===== config.mk =====
export PLATFORM = sky130hd
export DESIGN_NAME = cmp_error_monitor
export DESIGN_NICKNAME = d
export VERILOG_FILES = /design/src/rtl/cmp_pkg.sv /design/src/rtl/cmp_exact_ref.sv /design/src/rtl/cmp_error_monitor.sv
export SDC_FILE = /design/constraint.sdc
export NUM_CORES = 1
export LEC_CHECK = 0
export BUFFER_PORTS_ARGS = -buffer_cell sky130_fd_sc_hd__buf_2
export CORE_MARGIN = 5
export CORE_UTILIZATION = 50
export CTS_BUF_LIST = sky130_fd_sc_hd__clkbuf_16
export CTS_CLUSTER_DIAMETER = 200
export DETAILED_ROUTE_END_ITERATION = 8
export GPL_ROUTABILITY_DRIVEN = 0
export PLACE_DENSITY_LB_ADDON = 0.12
export SKIP_CTS_REPAIR_TIMING = 1
export SYNTH_ARGS = -nofsm -noshare
export SYNTH_HDL_FRONTEND = slang
export SYNTH_SLANG_ARGS = --single-unit

===== constraint.sdc =====
create_clock -name clk -period 3.5 [get_ports clk]
set_input_delay 0 -clock clk [delete_from_list [all_inputs] [get_ports clk]]
set_output_delay 0 -clock clk [all_outputs]
set_load 0.02 [all_outputs]

===== src/rtl/cmp_pkg.sv =====
// Shared types and encodings for the comparator error monitor family.
// Latency: n/a (declarations only).
// Backpressure: n/a.
package cmp_pkg;

  localparam int WIDTH_DEFAULT = 32;

  typedef enum logic [1:0] {
    IDLE  = 2'd0,
    RUN   = 2'd1,
    DRAIN = 2'd2,
    DONE  = 2'd3
  } cmp_mon_state_t;

  // Relation triples are ordered {EQ,GT,LT}
  localparam logic [2:0] REL_EQ = 3'b100;
  localparam logic [2:0] REL_GT = 3'b010;
  localparam logic [2:0] REL_LT = 3'b001;

  // A legal comparator output asserts exactly one of EQ/GT/LT
  function automatic logic rel_is_legal(input logic [2:0] rel);
    return (rel == REL_EQ) || (rel == REL_GT) || (rel == REL_LT);
  endfunction

endpackage


===== src/rtl/cmp_exact_ref.sv =====
// Exact unsigned {EQ,GT,LT} relation of two operands; golden model.
// Latency: purely combinational.
// Backpressure: none.
module cmp_exact_ref
  import cmp_pkg::*;
#(
  parameter int WIDTH = WIDTH_DEFAULT
) (
  input  logic [WIDTH-1:0] a_i,
  input  logic [WIDTH-1:0] b_i,
  output logic [2:0]       rel_o
);

  // Pick the single relation that holds between a and b
  always_comb begin
    rel_o = REL_LT;
    if (a_i == b_i) begin
      rel_o = REL_EQ;
    end else if (a_i > b_i) begin
      rel_o = REL_GT;
    end
  end

endmodule


===== src/rtl/cmp_error_monitor.sv =====
// Counts mismatching and non-one-hot comparator outputs over a run of N pairs.
// Latency: pair accepted in cycle t is reflected in the counters from cycle t+2.
// Backpressure: in_ready high only while the run still needs pairs; full throughput.
module cmp_error_monitor
  import cmp_pkg::*;
#(
  parameter int WIDTH = WIDTH_DEFAULT,
  parameter int CNT_W = 32
) (
  input  logic             clk,
  input  logic             rst_n,
  input  logic             start,
  input  logic [CNT_W-1:0] num_samples,
  input  logic             in_valid,
  output logic             in_ready,
  input  logic [WIDTH-1:0] A,
  input  logic [WIDTH-1:0] B,
  input  logic             EQ,
  input  logic             GT,
  input  logic             LT,
  output logic             busy,
  output logic             done,
  output logic [CNT_W-1:0] total_cnt,
  output logic [CNT_W-1:0] err_cnt,
  output logic [CNT_W-1:0] illegal_cnt,
  output logic             first_err_valid,
  output logic [WIDTH-1:0] first_err_a,
  output logic [WIDTH-1:0] first_err_b
);

  cmp_mon_state_t   state_q, state_d;
  logic [CNT_W-1:0] num_q, acc_q;
  logic             s1_vld_q, s2_vld_q;
  logic [WIDTH-1:0] s1_a_q, s1_b_q;
  logic [2:0]       s1_rel_q;
  logic [2:0]       exact_rel;
  logic [CNT_W-1:0] total_q, total_d, err_q, err_d, ill_q, ill_d;
  logic             fe_vld_q, fe_vld_d;
  logic [WIDTH-1:0] fe_a_q, fe_a_d, fe_b_q, fe_b_d;
  logic             accept, last_accept, start_ok, mismatch;

  assign in_ready    = (state_q == RUN);
  assign accept      = in_valid && in_ready;
  // num_q is never zero in RUN, so the subtraction cannot underflow there
  assign last_accept = accept && (acc_q == num_q - CNT_W'(1));
  assign start_ok    = (state_q == IDLE) && start;

  cmp_exact_ref #(.WIDTH(WIDTH)) u_exact (
    .a_i  (s1_a_q),
    .b_i  (s1_b_q),
    .rel_o(exact_rel)
  );

  assign mismatch = (s1_rel_q != exact_rel);

  // Run sequencing: next state plus busy/done decode
  always_comb begin
    state_d = state_q;
    busy    = 1'b0;
    done    = 1'b0;
    unique case (state_q)
      IDLE: begin
        if (start) state_d = (num_samples != '0) ? RUN : DONE;
      end
      RUN: begin
        busy = 1'b1;
        if (last_accept) state_d = DRAIN;
      end
      DRAIN: begin
        busy = 1'b1;
        if (!s1_vld_q && !s2_vld_q) state_d = DONE;
      end
      DONE: begin
        done    = 1'b1;
        state_d = IDLE;
      end
      default: state_d = IDLE;
    endcase
  end

  // Saturating statistics and sticky first-mismatch capture
  always_comb begin
    total_d  = total_q;
    err_d    = err_q;
    ill_d    = ill_q;
    fe_vld_d = fe_vld_q;
    fe_a_d   = fe_a_q;
    fe_b_d   = fe_b_q;
    if (start_ok) begin
      total_d  = '0;
      err_d    = '0;
      ill_d    = '0;
      fe_vld_d = 1'b0;
      fe_a_d   = '0;
      fe_b_d   = '0;
    end else if (s1_vld_q) begin
      if (!(&total_q)) total_d = total_q + CNT_W'(1);
      if (mismatch && !(&err_q)) err_d = err_q + CNT_W'(1);
      if (!rel_is_legal(s1_rel_q) && !(&ill_q)) ill_d = ill_q + CNT_W'(1);
      if (mismatch && !fe_vld_q) begin
        fe_vld_d = 1'b1;
        fe_a_d   = s1_a_q;
        fe_b_d   = s1_b_q;
      end
    end
  end

  // State, run bookkeeping, pipeline and statistics registers
  always_ff @(posedge clk or negedge rst_n) begin
    if (!rst_n) begin
      state_q  <= IDLE;
      num_q    <= '0;
      acc_q    <= '0;
      s1_vld_q <= 1'b0;
      s2_vld_q <= 1'b0;
      s1_a_q   <= '0;
      s1_b_q   <= '0;
      s1_rel_q <= '0;
      total_q  <= '0;
      err_q    <= '0;
      ill_q    <= '0;
      fe_vld_q <= 1'b0;
      fe_a_q   <= '0;
      fe_b_q   <= '0;
    end else begin
      state_q <= state_d;
      if (start_ok) begin
        num_q <= num_samples;
        acc_q <= '0;
      end else if (accept) begin
        acc_q <= acc_q + CNT_W'(1);
      end
      s1_vld_q <= accept;
      s2_vld_q <= s1_vld_q;
      if (accept) begin
        s1_a_q   <= A;
        s1_b_q   <= B;
        s1_rel_q <= {EQ, GT, LT};
      end
      total_q  <= total_d;
      err_q    <= err_d;
      ill_q    <= ill_d;
      fe_vld_q <= fe_vld_d;
      fe_a_q   <= fe_a_d;
      fe_b_q   <= fe_b_d;
    end
  end

  assign total_cnt       = total_q;
  assign err_cnt         = err_q;
  assign illegal_cnt     = ill_q;
  assign first_err_valid = fe_vld_q;
  assign first_err_a     = fe_a_q;
  assign first_err_b     = fe_b_q;

endmodule


Word level (Yosys, flattened, before mapping)
Index checks and enable logic that the tools add are counted.
{"block": "totals", "word_cells": 93, "register_bits": 296, "inputBits": 103}
{"block": "op_classes", "n_eq_ne": 13, "magnitude_cmp": 1, "n_mux": 29, "addsub": 5, "n_reduce_logical": 31}
{"cell": "two-way mux 32 bit", "n": 17}
{"cell": "adder 32 x 1 -> 32 bit (second input constant)", "n": 4}
{"cell": "AND reduction 32 bit", "n": 3}
{"cell": "== test 32 bit", "n": 2}
{"cell": "> comparator 32 bit", "n": 1}
{"cell": "nonzero test 32 bit", "n": 1}
{"cell": "subtractor 32 x 1 -> 32 bit (second input constant)", "n": 1}
{"cell": "two-way mux 2 bit", "n": 5}
{"cell": "nonzero test 2 bit", "n": 5}
{"cell": "case mux 2 bit (4 select lines)", "n": 1}
{"cell": "AND reduction 2 bit", "n": 4}
{"cell": "logical AND 1 bit", "n": 7}
{"cell": "logical NOT 1 bit", "n": 6}
{"cell": "!= test 2 bit (second input constant)", "n": 3}
{"cell": "two-way mux 1 bit", "n": 5}
{"cell": "== test 2 bit (second input constant)", "n": 2}
{"cell": "== test 3 x 1 -> 1 bit (second input constant)", "n": 1}
{"cell": "== test 3 x 2 -> 1 bit (second input constant)", "n": 1}
{"cell": "== test 3 bit (second input constant)", "n": 1}
{"cell": "two-way mux 3 bit", "n": 1}
{"cell": "!= test 3 bit", "n": 1}
{"cell": "AND reduction 3 bit", "n": 1}
{"cell": "== test 2 x 1 -> 1 bit (second input constant)", "n": 1}
{"cell": "logical NOT 2 bit", "n": 1}
{"cell": "3 further kinds", "n": 4}

Logic depth before layout (Yosys ltp)
{"block": "logic_depth", "depth_word": 8, "ltp_mapped": 14, "ltp_nobuf": 12}

Modules after synthesis
Synthesis repeated with hierarchy kept, for this count alone.
{"block": "hier_totals", "cells_unflattened": 1549, "area_unflattened_um2": 14518.9}
{"mod": "cmp_error_monitor", "area_each_um2": 13694.4, "cells_per_inst": 1436, "instances": 1, "seq_area_each_um2": 7407.1}
{"mod": "cmp_exact_ref", "area_each_um2": 824.5, "cells_per_inst": 113, "instances": 1, "seq_area_each_um2": 0.0}

Worst setup path before layout
OpenSTA, ideal clock, no wires.
{"block": "synth_timing", "path_type": "flip-flop to flip-flop", "from": "reg num_q[0]", "to": "reg state_q[1]", "setup_ns": 0.127, "path_buffers": 1, "path_slack_ns": 0.298, "synth_period_minus_slack_ns": 3.202, "arrival_ns": 3.074, "path_stages_with_launch": 11, "path_cell_list": "dfrtp_1 > or4_1 > buf_2 > or4b_4 > xnor2_1 > o221ai_1 > a21oi_1 > a2111o_1 > nor4_1 > a31o_2 > mux2_1"}
{"block": "synth_via", "elab_chain_len": 5}
{"item": "from (decl)", "line_no": "cmp_error_monitor.sv:32", "rtl": "logic [CNT_W-1:0] num_q, acc_q;"}
{"item": "from (signal assigned)", "line_no": "cmp_error_monitor.sv:128", "rtl": "num_q <= num_samples;"}
{"item": "subtractor 32 x 1 -> 32 bit", "line_no": "cmp_error_monitor.sv:45", "rtl": "assign last_accept = accept && (acc_q == num_q - CNT_W'(1));"}
{"item": "== test 32 bit", "line_no": "cmp_error_monitor.sv:45"}
{"item": "logical AND 1 bit", "line_no": "cmp_error_monitor.sv:45"}
{"item": "!= test 2 x 1 -> 1 bit (no line)"}
{"item": "AND reduction 3 bit (no line)"}
{"item": "to (signal assigned)", "line_no": "cmp_error_monitor.sv:126", "rtl": "state_q <= state_d;"}
{"item": "to (decl)", "line_no": "cmp_error_monitor.sv:31", "rtl": "cmp_mon_state_t state_q, state_d;"}
Every way passes these cells.
A chain may end at the register's enable or synchronous reset.

Worst setup path after layout
{"block": "layout_timing", "from": "reg num_q[1]", "to": "reg state_q[1]"}
The elaborated chain is that of the path after synthesis.

==> impl_metrics.prom <==
# TYPE chip_impl_metric gauge
chip_impl_metric{name="ports_placed_on_the_boundary",unit=""} 267
chip_impl_metric{name="drt_pre_antenna_iters",unit=""} 5
chip_impl_metric{name="power.density_cell_area",unit="nW/um^2"} 504
chip_impl_metric{name="syn_area_per_cell",unit="um^2"} 8.92
chip_impl_metric{name="core-area",unit="um^2"} 28900
chip_impl_info{name="r2r_end",value="state_q[1]$_DFFE_PN0P_"} 1
chip_impl_metric{name="postSynthNetCount",unit=""} 1796
chip_impl_metric{name="post_route_antenna_net_violation_count",unit=""} 0
chip_impl_metric{name="slew-limit-headroom",unit="%"} 30.4
chip_impl_metric{name="p_total",unit="mW"} 9.38
chip_impl_metric{name="floorplan_die_width",unit="um"} 182
chip_impl_info{name="min-delay-path-class",value="primary input to flip-flop"} 1
chip_impl_metric{name="final_net_count",unit=""} 2145
chip_impl_metric{name="min_period",unit="ns"} 3.41
chip_impl_metric{name="timing.reg2reg.setup_slack",unit="ns"} 0.09
chip_impl_metric{name="setup-tns-final",unit="ns"} 0
chip_impl_metric{name="clock-skew-final",unit="ns"} 0.0158
chip_impl_info{name="cts_root_buf",value="clkbuf_16"} 1
chip_impl_metric{name="numPortBuffers",unit=""} 266
chip_impl_metric{name="timing.final.ws_setup",unit="ns"} 0.0881
chip_impl_metric{name="total_leakage_power",unit="nW"} 8.71
chip_impl_metric{name="slew_viol_final",unit=""} 0
chip_impl_metric{name="cts.sink_count",unit=""} 296
chip_impl_metric{name="detailed_place_hpwl",unit="mm"} 27.1
chip_impl_metric{name="rows",unit=""} 62
chip_impl_metric{name="dr.first_iter.drc_count",unit=""} 935
chip_impl_metric{name="cts-buffers-inserted",unit=""} 34
chip_impl_info{name="setup.worst_path.end_class",value="flip-flop"} 1
chip_impl_metric{name="met3_usage",unit="%"} 5.12
chip_impl_metric{name="grt.total_usage",unit="%"} 23.1
chip_impl_metric{name="place_worst_setup_slack",unit="ns"} -0.0281
chip_impl_metric{name="timing.final.setup_violations",unit=""} 0
chip_impl_metric{name="syn_area",unit="um^2"} 14700
chip_impl_metric{name="worst_pin_slew",unit="ns"} 1.04
chip_impl_metric{name="hold_viol",unit=""} 0
chip_impl_metric{name="dpl.cell_count",unit=""} 2248
chip_impl_metric{name="clk-insertion-delay-late",unit="ns"} 0.51
chip_impl_metric{name="wirelength",unit="mm"} 40.2
chip_impl_metric{name="synth_seq_cells",unit=""} 296
chip_impl_metric{name="vias",unit=""} 12900
chip_impl_info{name="setup.worst_path.class",value="flip-flop to flip-flop"} 1
chip_impl_metric{name="ys_seq_area_share",unit="%"} 50.3
chip_impl_info{name="synth_top_cells_by_area",value="dfrtp_1 (50%), nand2_1 (11%), xor2_1 (4.8%)"} 1
chip_impl_metric{name="synth_top_area_share",unit="%"} 50.3
chip_impl_metric{name="worst-endpoint-arrival",unit="ns"} 3.79
chip_impl_metric{name="synth_cell_type_count",unit=""} 64
chip_impl_metric{name="fmax",unit="GHz"} 0.293
chip_impl_metric{name="clock_tree.buffer_depth",unit=""} 3
chip_impl_metric{name="detail_route.vias_per_cell",unit=""} 5.37
chip_impl_metric{name="globalRoute.totalOverflow",unit=""} 0
chip_impl_metric{name="die_height",unit="um"} 182
chip_impl_metric{name="final_cell_area_excluding_filler_cells",unit="um^2"} 18600
chip_impl_metric{name="hold_path_stages",unit=""} 3
chip_impl_metric{name="first_pass_grt_wire_length",unit="mm"} 64.1
chip_impl_info{name="tritoncts",value="done"} 1
chip_impl_info{name="worstHoldEndpoint",value="total_cnt[22]$_DFFE_PN0P_"} 1
chip_impl_metric{name="dieArea",unit="um^2"} 33000
chip_impl_metric{name="synthCells",unit=""} 1651
chip_impl_metric{name="cap_violations",unit=""} 0
chip_impl_metric{name="vdd.ir_drop.worst",unit="mV"} 0.422
chip_impl_info{name="yosys_most_used_dff",value="dfrtp_1"} 1
chip_impl_metric{name="layout-area-overhead-vs-synth",unit="%"} 26.3
chip_impl_metric{name="yosysWarnings",unit=""} 0
chip_impl_metric{name="endpoint_required_time_on_the_critical_path",unit="ns"} 3.88
chip_impl_metric{name="drc",unit=""} 0
chip_impl_metric{name="critical_path_peak_fanout",unit=""} 4
chip_impl_metric{name="layout-drive-gt1-share",unit="%"} 17.6
chip_impl_metric{name="antenna_found_initial",unit=""} 3
chip_impl_metric{name="avgRoutedWirePerCell",unit="um"} 16.7
chip_impl_info{name="hold_path_startpoint",value="start"} 1
chip_impl_metric{name="synth_enable_flop_cells",unit=""} 0
chip_impl_metric{name="layoutNonFillerInstCount",unit=""} 2411
chip_impl_info{name="cp-start-kind",value="flip-flop"} 1
chip_impl_metric{name="post-route-period-util",unit="%"} 97.5
chip_impl_metric{name="worstRegToRegCells",unit=""} 10
chip_impl_metric{name="vias_in_the_first_global_route",unit=""} 12500
chip_impl_info{name="post-synth-top-area-cell",value="dfrtp_1"} 1
chip_impl_info{name="run_status",value="completed"} 1
chip_impl_metric{name="use_met1",unit="%"} 31.4
chip_impl_info{name="rr_startpoint",value="num_q[1]$_DFFE_PN0P_"} 1
chip_impl_metric{name="synth-async-reset-ratio",unit="%"} 100
chip_impl_info{name="most_used_layer_global_route",value="met2"} 1
chip_impl_metric{name="detailed_place.area",unit="um^2"} 16500
chip_impl_metric{name="cts.htree.levels",unit=""} 2
chip_impl_metric{name="largest_net_degree_at_the_start_of_global_routing",unit=""} 154
chip_impl_metric{name="grt_use_met2",unit="%"} 37.5
chip_impl_metric{name="initial_cell_density_of_the_core",unit="%"} 51.0
chip_impl_metric{name="worst_setup_hold_path_clk_slew",unit="ns"} 0.06
## where the power goes
part           leakage (nW)  switching, mW  internal [mW]  total (mW)
registers              3.37          0.403           3.77        4.18
logic                  4.78           1.12          0.750        1.87
clock network         0.554           1.37           1.96        3.33
## synth_stat cells, types with 17 or more instances
cell type	instances
and3_1	20
nand2_1	435
o21ai_0	71
a21oi_1	114
nor4_1	20
nor2_1	120
nand4_1	40
nand3_1	45
clkbuf_1	74
xor2_1	80
dfrtp_1	296
nor3_1	17
xnor2_1	49
or3_1	23
or4_1	17
inv_1	58
ha_1	42
## logic make-up (layout without fill, tap and decap cells)
kind of cell    Yosys count  count (layout)  share of synthesized area [%]
simple gates            801             801                           25.2
flops                   296             296                           50.3
compound gates          233             233                           8.91
buf+inv                 139             512                           3.57
xor+xnor                129             129                           7.67
fa+ha+maj                42              42                           3.57
mux                      11              11                          0.756
other cells               0               3                              0
## layer usage
layer	vias to the layer above	wire (um)
li1	6278	-
met1	6272	17600
met2	331	19500
met3	59	2300
met4	2	789
met5	-	20
## through the flow
stage / hold slack [ns] / util (%)
after CTS: -0.448 / 60.8
after global routing: 0.0163 / 64.4
after floorplan: -0.296 / -
after global placement: 0.0848 / 57.2
after detailed placement: 0.0871 / 57.2
final: 0.00715 / 64.5
## cell usage in the layout, fill, tap and decap left out, types with 3 or more instances in the layout
cell	n
a21o_1	5
a21oi_1	114
a31oi_1	6
and3_1	20
and4_1	16
buf_12	5
buf_2	265
buf_4	23
clkbuf_16	37
clkinv_1	7
dfrtp_1	296
diode_2	3
dlygate4sd3_1	100
ha_1	42
inv_1	70
mux2i_1	10
nand2_1	435
nand2b_1	5
nand3_1	44
nand4_1	40
nand4b_1	5
nor2_1	120
nor2b_1	13
nor3_1	17
nor4_1	19
o21ai_0	71
o31ai_1	12
or3_1	23
or4_1	16
or4_4	3
xnor2_1	49
xor2_1	80
## worst max-delay path: stages (launching register included)
cell and delay, ns:
dfrtp_1 0.41, or4_4 0.58, buf_4 0.18, nor4_4 0.29, nand2_2 0.13, or4_4 0.51, nor4_1 0.28, a311oi_1 0.11
nor4_2 0.23, a31o_2 0.24, mux2_1 0.33
## registers in the layout, indices dropped and copies added, names as in the netlist, 2 cells and up
signal       cells
acc_q           32
err_cnt         32
first_err_a     32
first_err_b     32
illegal_cnt     32
num_q           32
s1_a_q          32
s1_b_q          32
s1_rel_q         3
state_q          2
total_cnt       32
## how the worst max path moves through the flow
stage                                      start  slack, ns                       to  cells after the start
after global placement    s1_a_q[23]$_DFFE_PN0P_       0.08  err_cnt[16]$_DFFE_PN0P_                     10
after detailed placement  s1_a_q[21]$_DFFE_PN0P_      -0.03  err_cnt[16]$_DFFE_PN0P_                     10
after global routing        num_q[0]$_DFFE_PN0P_     -0.006   state_q[1]$_DFFE_PN0P_                     12
final                       num_q[1]$_DFFE_PN0P_       0.09   state_q[1]$_DFFE_PN0P_                     10
after floorplan             num_q[0]$_DFFE_PN0P_       0.30   state_q[1]$_DFFE_PN0P_                     10
after CTS                 s1_a_q[21]$_DFFE_PN0P_      -0.06  err_cnt[16]$_DFFE_PN0P_                     10
## cell type report
type | count | area [um^2]
diodes | 3 | 7.51
clock buffers | 37 | 926
clock inverters | 23 | 118
fillers | 2510 | 10300
inverters | 58 | 218
multi-input cells | 1216 | 6830
flip-flops and latches | 296 | 7410
well taps | 384 | 480
repair buffers | 394 | 2620
Note: power is estimated with default switching activity, not from simulation.
